===== src/rtl/control_sequencer.sv =====
// control_sequencer: hardwired Moore control unit; 3-cycle fetch, per-opcode execute, then back to fetch
// Ports: i_clock/i_clear (async active-high) | i_ir (opcode in [31:27]) | i_con_ff (branch condition)
//        i_stop (halt request at instruction end) | o_* datapath strobes | o_alu_op (0 ADD,1 SUB,2 AND,3 OR)
//        o_run (high outside RESET/HALT) | o_illegal (EX1 pulse on an undefined opcode)
module control_sequencer #(
  parameter int OPC_W = 5,
  parameter int ALU_W = 4
) (
  input  logic             i_clock,
  input  logic             i_clear,
  input  logic [31:0]      i_ir,
  input  logic             i_con_ff,
  input  logic             i_stop,
  output logic             o_PCout,
  output logic             o_PCin,
  output logic             o_IncPC,
  output logic             o_MARin,
  output logic             o_MDRin,
  output logic             o_MDRout,
  output logic             o_Read,
  output logic             o_Write,
  output logic             o_IRin,
  output logic             o_Yin,
  output logic             o_ZLowIn,
  output logic             o_ZHighIn,
  output logic             o_ZLowOut,
  output logic             o_ZHighout,
  output logic             o_HIout,
  output logic             o_LOout,
  output logic             o_Gra,
  output logic             o_Grb,
  output logic             o_Grc,
  output logic             o_Rin,
  output logic             o_Rout,
  output logic             o_BAout,
  output logic             o_RCout,
  output logic             o_CONin,
  output logic [ALU_W-1:0] o_alu_op,
  output logic             o_run,
  output logic             o_illegal
);
  localparam logic [OPC_W-1:0] OP_LD   = OPC_W'(5'b00000);
  localparam logic [OPC_W-1:0] OP_LDI  = OPC_W'(5'b00001);
  localparam logic [OPC_W-1:0] OP_ST   = OPC_W'(5'b00010);
  localparam logic [OPC_W-1:0] OP_ADD  = OPC_W'(5'b00011);
  localparam logic [OPC_W-1:0] OP_SUB  = OPC_W'(5'b00100);
  localparam logic [OPC_W-1:0] OP_AND  = OPC_W'(5'b00101);
  localparam logic [OPC_W-1:0] OP_OR   = OPC_W'(5'b00110);
  localparam logic [OPC_W-1:0] OP_ADDI = OPC_W'(5'b01100);
  localparam logic [OPC_W-1:0] OP_ANDI = OPC_W'(5'b01101);
  localparam logic [OPC_W-1:0] OP_ORI  = OPC_W'(5'b01110);
  localparam logic [OPC_W-1:0] OP_BR   = OPC_W'(5'b10011);
  localparam logic [OPC_W-1:0] OP_MFHI = OPC_W'(5'b11000);
  localparam logic [OPC_W-1:0] OP_MFLO = OPC_W'(5'b11001);
  localparam logic [OPC_W-1:0] OP_NOP  = OPC_W'(5'b11010);
  localparam logic [OPC_W-1:0] OP_HALT = OPC_W'(5'b11011);

  typedef enum logic [3:0] {
    S_RESET, S_F0, S_F1, S_F2, S_EX1, S_EX2, S_EX3, S_EX4, S_EX5, S_HALT
  } state_t;

  state_t             r_state, w_next;
  logic [OPC_W-1:0]   r_opc;
  logic               r_con;
  logic [2:0]         w_len, w_step;
  logic               w_ld, w_ldi, w_st, w_bx, w_alu, w_imm, w_br, w_mfhi, w_mflo, w_def;
  logic               w_e1, w_e2, w_e3, w_e4, w_e5;
  logic               w_unused_ir;

  assign w_unused_ir = ^i_ir[31-OPC_W:0];

  // Opcode latches on the F2->EX1 edge (IR write-through) and is held until the next fetch
  always_ff @(posedge i_clock or posedge i_clear) begin
    if (i_clear) begin
      r_state <= S_RESET;
      r_opc   <= '0;
      r_con   <= 1'b0;
    end else begin
      r_state <= w_next;
      if (r_state == S_F2) r_opc <= i_ir[31 -: OPC_W];
      if (r_state == S_EX1) r_con <= i_con_ff;
    end
  end

  assign w_ld   = r_opc == OP_LD;
  assign w_ldi  = r_opc == OP_LDI;
  assign w_st   = r_opc == OP_ST;
  assign w_bx   = w_ld | w_ldi | w_st;
  assign w_alu  = r_opc inside {OP_ADD, OP_SUB, OP_AND, OP_OR};
  assign w_imm  = r_opc inside {OP_ADDI, OP_ANDI, OP_ORI};
  assign w_br   = r_opc == OP_BR;
  assign w_mfhi = r_opc == OP_MFHI;
  assign w_mflo = r_opc == OP_MFLO;
  assign w_def  = w_bx | w_alu | w_imm | w_br | w_mfhi | w_mflo | (r_opc == OP_NOP) | (r_opc == OP_HALT);

  // Number of execute steps; undefined opcodes run a single empty step like nop
  assign w_len  = (w_ld | w_st) ? 3'd5 : w_br ? 3'd4 : (w_ldi | w_alu | w_imm) ? 3'd3 : 3'd1;
  assign w_step = (r_state >= S_EX1 && r_state <= S_EX5) ? 3'(r_state - S_EX1 + 4'd1) : 3'd0;

  always_comb begin
    w_next = r_state;
    case (r_state)
      S_RESET: w_next = S_F0;
      S_F0:    w_next = S_F1;
      S_F1:    w_next = S_F2;
      S_F2:    w_next = S_EX1;
      S_HALT:  w_next = S_HALT;
      default: w_next = (r_state == S_EX1 && r_opc == OP_HALT) ? S_HALT :
                        (w_step == w_len) ? (i_stop ? S_HALT : S_F0) : state_t'(r_state + 4'd1);
    endcase
  end

  assign w_e1 = r_state == S_EX1;
  assign w_e2 = r_state == S_EX2;
  assign w_e3 = r_state == S_EX3;
  assign w_e4 = r_state == S_EX4;
  assign w_e5 = r_state == S_EX5;

  assign o_PCout    = (r_state == S_F0) | (w_br & w_e2);
  assign o_PCin     = w_br & w_e4 & r_con;
  assign o_IncPC    = r_state == S_F0;
  assign o_MARin    = (r_state == S_F0) | ((w_ld | w_st) & w_e3);
  assign o_MDRin    = (r_state == S_F1) | ((w_ld | w_st) & w_e4);
  assign o_MDRout   = (r_state == S_F2) | (w_ld & w_e5);
  assign o_Read     = (r_state == S_F1) | (w_ld & w_e4);
  assign o_Write    = w_st & w_e5;
  assign o_IRin     = r_state == S_F2;
  assign o_Yin      = ((w_bx | w_alu | w_imm) & w_e1) | (w_br & w_e2);
  assign o_ZLowIn   = ((w_bx | w_alu | w_imm) & w_e2) | (w_br & w_e3);
  assign o_ZHighIn  = 1'b0;
  assign o_ZLowOut  = ((w_bx | w_alu | w_imm) & w_e3) | (w_br & w_e4);
  assign o_ZHighout = 1'b0;
  assign o_HIout    = w_mfhi & w_e1;
  assign o_LOout    = w_mflo & w_e1;
  assign o_Gra      = (w_ld & w_e5) | ((w_ldi | w_alu | w_imm) & w_e3) | (w_st & w_e4) |
                      ((w_br | w_mfhi | w_mflo) & w_e1);
  assign o_Grb      = (w_bx | w_alu | w_imm) & w_e1;
  assign o_Grc      = w_alu & w_e2;
  assign o_Rin      = (w_ld & w_e5) | ((w_ldi | w_alu | w_imm) & w_e3) | ((w_mfhi | w_mflo) & w_e1);
  assign o_Rout     = ((w_alu | w_imm | w_br) & w_e1) | (w_alu & w_e2) | (w_st & w_e4);
  assign o_BAout    = w_bx & w_e1;
  assign o_RCout    = ((w_bx | w_imm) & w_e2) | (w_br & w_e3);
  assign o_CONin    = w_br & w_e1;
  assign o_alu_op   = !((w_alu | w_imm) & w_e2)             ? '0 :
                      (r_opc == OP_SUB)                     ? ALU_W'(1) :
                      (r_opc inside {OP_AND, OP_ANDI})      ? ALU_W'(2) :
                      (r_opc inside {OP_OR, OP_ORI})        ? ALU_W'(3) : '0;
  assign o_run      = !(r_state inside {S_RESET, S_HALT});
  assign o_illegal  = w_e1 & ~w_def;
endmodule

===== config.mk =====
export PLATFORM = sky130hd
export DESIGN_NAME = control_sequencer
export DESIGN_NICKNAME = d
export VERILOG_FILES = /design/src/rtl/control_sequencer.sv
export SDC_FILE = /design/constraint.sdc
export NUM_CORES = 1
export LEC_CHECK = 0
export ABC_AREA = 1
export CAP_MARGIN = 20
export CORE_MARGIN = 4
export CORE_UTILIZATION = 34
export CTS_CLUSTER_SIZE = 12
export DETAILED_ROUTE_END_ITERATION = 8
export GPL_ROUTABILITY_DRIVEN = 0
export PLACE_DENSITY_LB_ADDON = 0.1
export SLEW_MARGIN = 20
export SYNTH_ARGS = -nofsm -noshare
export SYNTH_HDL_FRONTEND = slang
export SYNTH_SLANG_ARGS = --single-unit

===== constraint.sdc =====
create_clock -name i_clock -period 1.8 [get_ports i_clock]
set_clock_uncertainty 0.1 [all_clocks]
set_input_delay 0.18 -clock i_clock [delete_from_list [all_inputs] [get_ports i_clock]]
set_output_delay 0.18 -clock i_clock [all_outputs]
set_load 0.005 [all_outputs]

==> flow_metrics.env <==
export IMPL_core_area_um2=3053
export IMPL_r2r_start="r_state[1]"
export IMPL_p_comb_share_pct=6.0
export IMPL_seq_area_um2=252.7
export IMPL_postRouteAntennaNets=0
export IMPL_cp_required_ns=1.85
export IMPL_p_sw_uw=82.45
export IMPL_cp_max_fo=4
export IMPL_hp_class="primary input to async pin"
export IMPL_drt_initial_drc_count=139
export IMPL_via_per_inst=5.136
export IMPL_fin_hold_ws_ns=0.1035
export IMPL_grt_max_degree=11
export IMPL_cts_htree_levels=1
export IMPL_startpoint="r_state[1]"
export IMPL_failed_checks="setup timing"
export IMPL_syn_area_um2=1079
export IMPL_criticalPathCategory="flip-flop to flip-flop"
export IMPL_die_x_um=64.32
export IMPL_root_buffer="clkbuf_4"
export IMPL_grt_pass1_vias=1717
export IMPL_setup_viol=27
export IMPL_port_buffers=34
export IMPL_grt_use_total_pct=24.77
export IMPL_crit_chain="inv_2 -> ha_4 -> buf_6 -> nand3_4 -> nand2_2 -> nand2_1 -> inv_1 -> nand4_1 -> nand2_2 -> o21ai_4 -> o21ai_2 -> nand2_1"
export IMPL_period_share_pct=113.7
export IMPL_synthCells=177
export IMPL_ir_worst_vdd_v=0.0002579
export IMPL_start_util_pct=35.33
export IMPL_p_clk_share_pct=37.8
export IMPL_critPathMaxStageDelay_ns=0.42
export IMPL_avgSynthCellArea_um2=6.093
export IMPL_power_density_nw_per_um2=164.9
export IMPL_multi_input_area_um2=1079
export IMPL_seq_power_share_pct=56.3
export IMPL_power_leakage_nw=1.218
export IMPL_drc_errors=0
export IMPL_min_period_ns=2.047
export IMPL_clkTransAtPathRegs_ns=0.07
export IMPL_die_area_um2=4137
export IMPL_ys_types=28
export IMPL_antenna_found_initial=0
export IMPL_yosysSeqAreaShare_pct=23.20
export IMPL_fmax_mhz=488.4
export IMPL_tns_ns=-2.625
export IMPL_critPathLaunchType="flip-flop"
export IMPL_tritoncts="done"
export IMPL_n_fill_cell=180
export IMPL_vias=1695
export IMPL_dp_slack_ns=-0.3111
export IMPL_grt_pass1_wl_mm=8.045
export IMPL_die_h_um=64.32
export IMPL_cap_violations=0
export IMPL_dpl_cell_area_um2=1834
export IMPL_hpwlAfterDp_mm=3.164
export IMPL_syn_to_final_growth_pct=124.5
export IMPL_clock_sinks=10
export IMPL_fin_ws_ns=-0.2473
export IMPL_insertion_delay_ns=0.26
export IMPL_ios=66
export IMPL_cp_slowest_cell="dfrtp_1"
export IMPL_wirelength_mm=5.594
export IMPL_rsz0062_at_grt="yes"
export IMPL_critical_path_top_delay_family="simple AND/OR/NAND/NOR gates"
export IMPL_overflow=0
export IMPL_final_cell_mix="buf_4, nand2_1, buf_6, buf_2, nor2_4"
export IMPL_yosysWarningCount=0
export IMPL_numCtsBuffers=3
export IMPL_hold_viol=0
export IMPL_slew_violations=0
export IMPL_crit_arrival_ns=2.10
export IMPL_status="finished with violations"
export IMPL_crit_path_end_kind="flip-flop"
export IMPL_cts_path_max_buffers=2
export IMPL_design_area_um2=2421
export IMPL_path_buf_inv=3
export IMPL_diodes=0
export IMPL_wl_per_cell_um=16.95
export IMPL_swShare_pct=20.65
export IMPL_p_int_uw=316.8
export IMPL_layout_commonest_cell="buf_4"
export IMPL_rows=20
export IMPL_dp_cells=304
export IMPL_stdcell_count=330
export IMPL_ys_ff_latch=10
export IMPL_first_pass_iters=4
export IMPL_layout_drive_gt1_share_pct=68.88
export IMPL_fin_nets=328
## path summary, 6_finish.rpt
check                             end  slack, ns  depth (start not counted)
setup / recovery           r_state[0]      -0.25                         12
hold / removal                  r_con       0.10                          2
setup reg to reg           r_state[0]      -0.25                         12
hold reg to reg                 r_con       0.48                          2
max in group asynchronous    r_opc[3]       1.19                          2
min in group i_clock         r_opc[3]       0.38                          3
## registers in the layout, summed over array words and instances, names as in the netlist
signal / cells
r_opc: 5
r_state: 4
r_con: 1
## area by class of cell
type | count | area share, %
clock buffer | 3 | 0.9302
timing repair buffer | 108 | 36.38
multi-input combinational | 134 | 44.55
inverter | 31 | 5.426
sequential | 10 | 10.44
tap | 44 | 2.274
## power groups by stage
stage / registers [mW] / logic, mW / clock network (mW)
6_report: 0.225 / 0.0239 / 0.151
5_1_grt: 0.224 / 0.0259 / 0.164
4_1_cts: 0.225 / 0.0240 / 0.153
3_5_place_dp: 0.229 / 0.0237 / 0
3_3_place_gp: 0.229 / 0.0235 / 0
2_1_floorplan: 0.229 / 0.0116 / 0
## cell usage after synthesis
| library cell | count | share of area (%) |
|---|---|---|
| nor2_4 | 1 | 1.0 |
| nand2_1 | 44 | 15 |
| clkinv_2 | 1 | 0.46 |
| o21ai_1 | 3 | 1.4 |
| dfrtp_1 | 10 | 23 |
| o21ai_0 | 13 | 6.0 |
| buf_4 | 4 | 2.8 |
| conb_1 | 1 | 0.35 |
| inv_2 | 4 | 1.4 |
| ha_1 | 4 | 4.6 |
| xor2_1 | 1 | 0.81 |
| nand4_1 | 5 | 2.9 |
| nor4_4 | 1 | 2.0 |
| nor3_1 | 2 | 0.93 |
| nand3_2 | 1 | 0.93 |
| a31oi_1 | 1 | 0.58 |
| inv_1 | 26 | 9.0 |
| nor4_1 | 1 | 0.58 |
| nand3b_1 | 1 | 0.70 |
| nand2_4 | 1 | 1.0 |
| a21oi_2 | 1 | 0.81 |
| a2111oi_2 | 1 | 1.4 |
| nor2_2 | 2 | 1.2 |
| nor2_1 | 26 | 9.0 |
| nand3_1 | 13 | 6.0 |
| clkbuf_1 | 1 | 0.35 |
| nand2_2 | 6 | 3.5 |
| o21ai_2 | 2 | 1.6 |
## layer usage
metal / part of all wire, % / global-route usage [%] / vias up / wire (um)
met5: 0 / 0 / - / 0
met4: 2.9 / 8.971 / 0 / 160
met3: 6.1 / 5.272 / 20 / 341
met2: 51 / 45.88 / 84 / 2838
met1: 40 / 27.43 / 813 / 2254
li1: - / - / 778 / -
## what timing repair did
item | CTS | global route
setup buffers | 13 | 11
gates resized for setup | 193 | 56
hold buffers | 0 | 0
endpoints found under the setup margin | 30 | 30
pin swaps | 38 | 26
## stage by stage
step / power (mW) / util [%]
2_1_floorplan: 0.2405 / -
3_3_place_gp: 0.2524 / 60.08
3_5_place_dp: 0.2526 / 60.08
4_1_cts: 0.4011 / 71.97
5_1_grt: 0.4147 / 79.30
6_report: 0.3993 / 79.30
## logic make-up after synthesis
logic type	synth area share, %
other	0.3477
AO/OA/AOI/OAI	11.83
buffers and inverters	14.04
AND/OR/NAND/NOR	45.13
flip-flops	23.20
XOR/XNOR	0.8122
adder cells (fa/ha/maj)	4.641
Power figures use the tool's default switching activity.
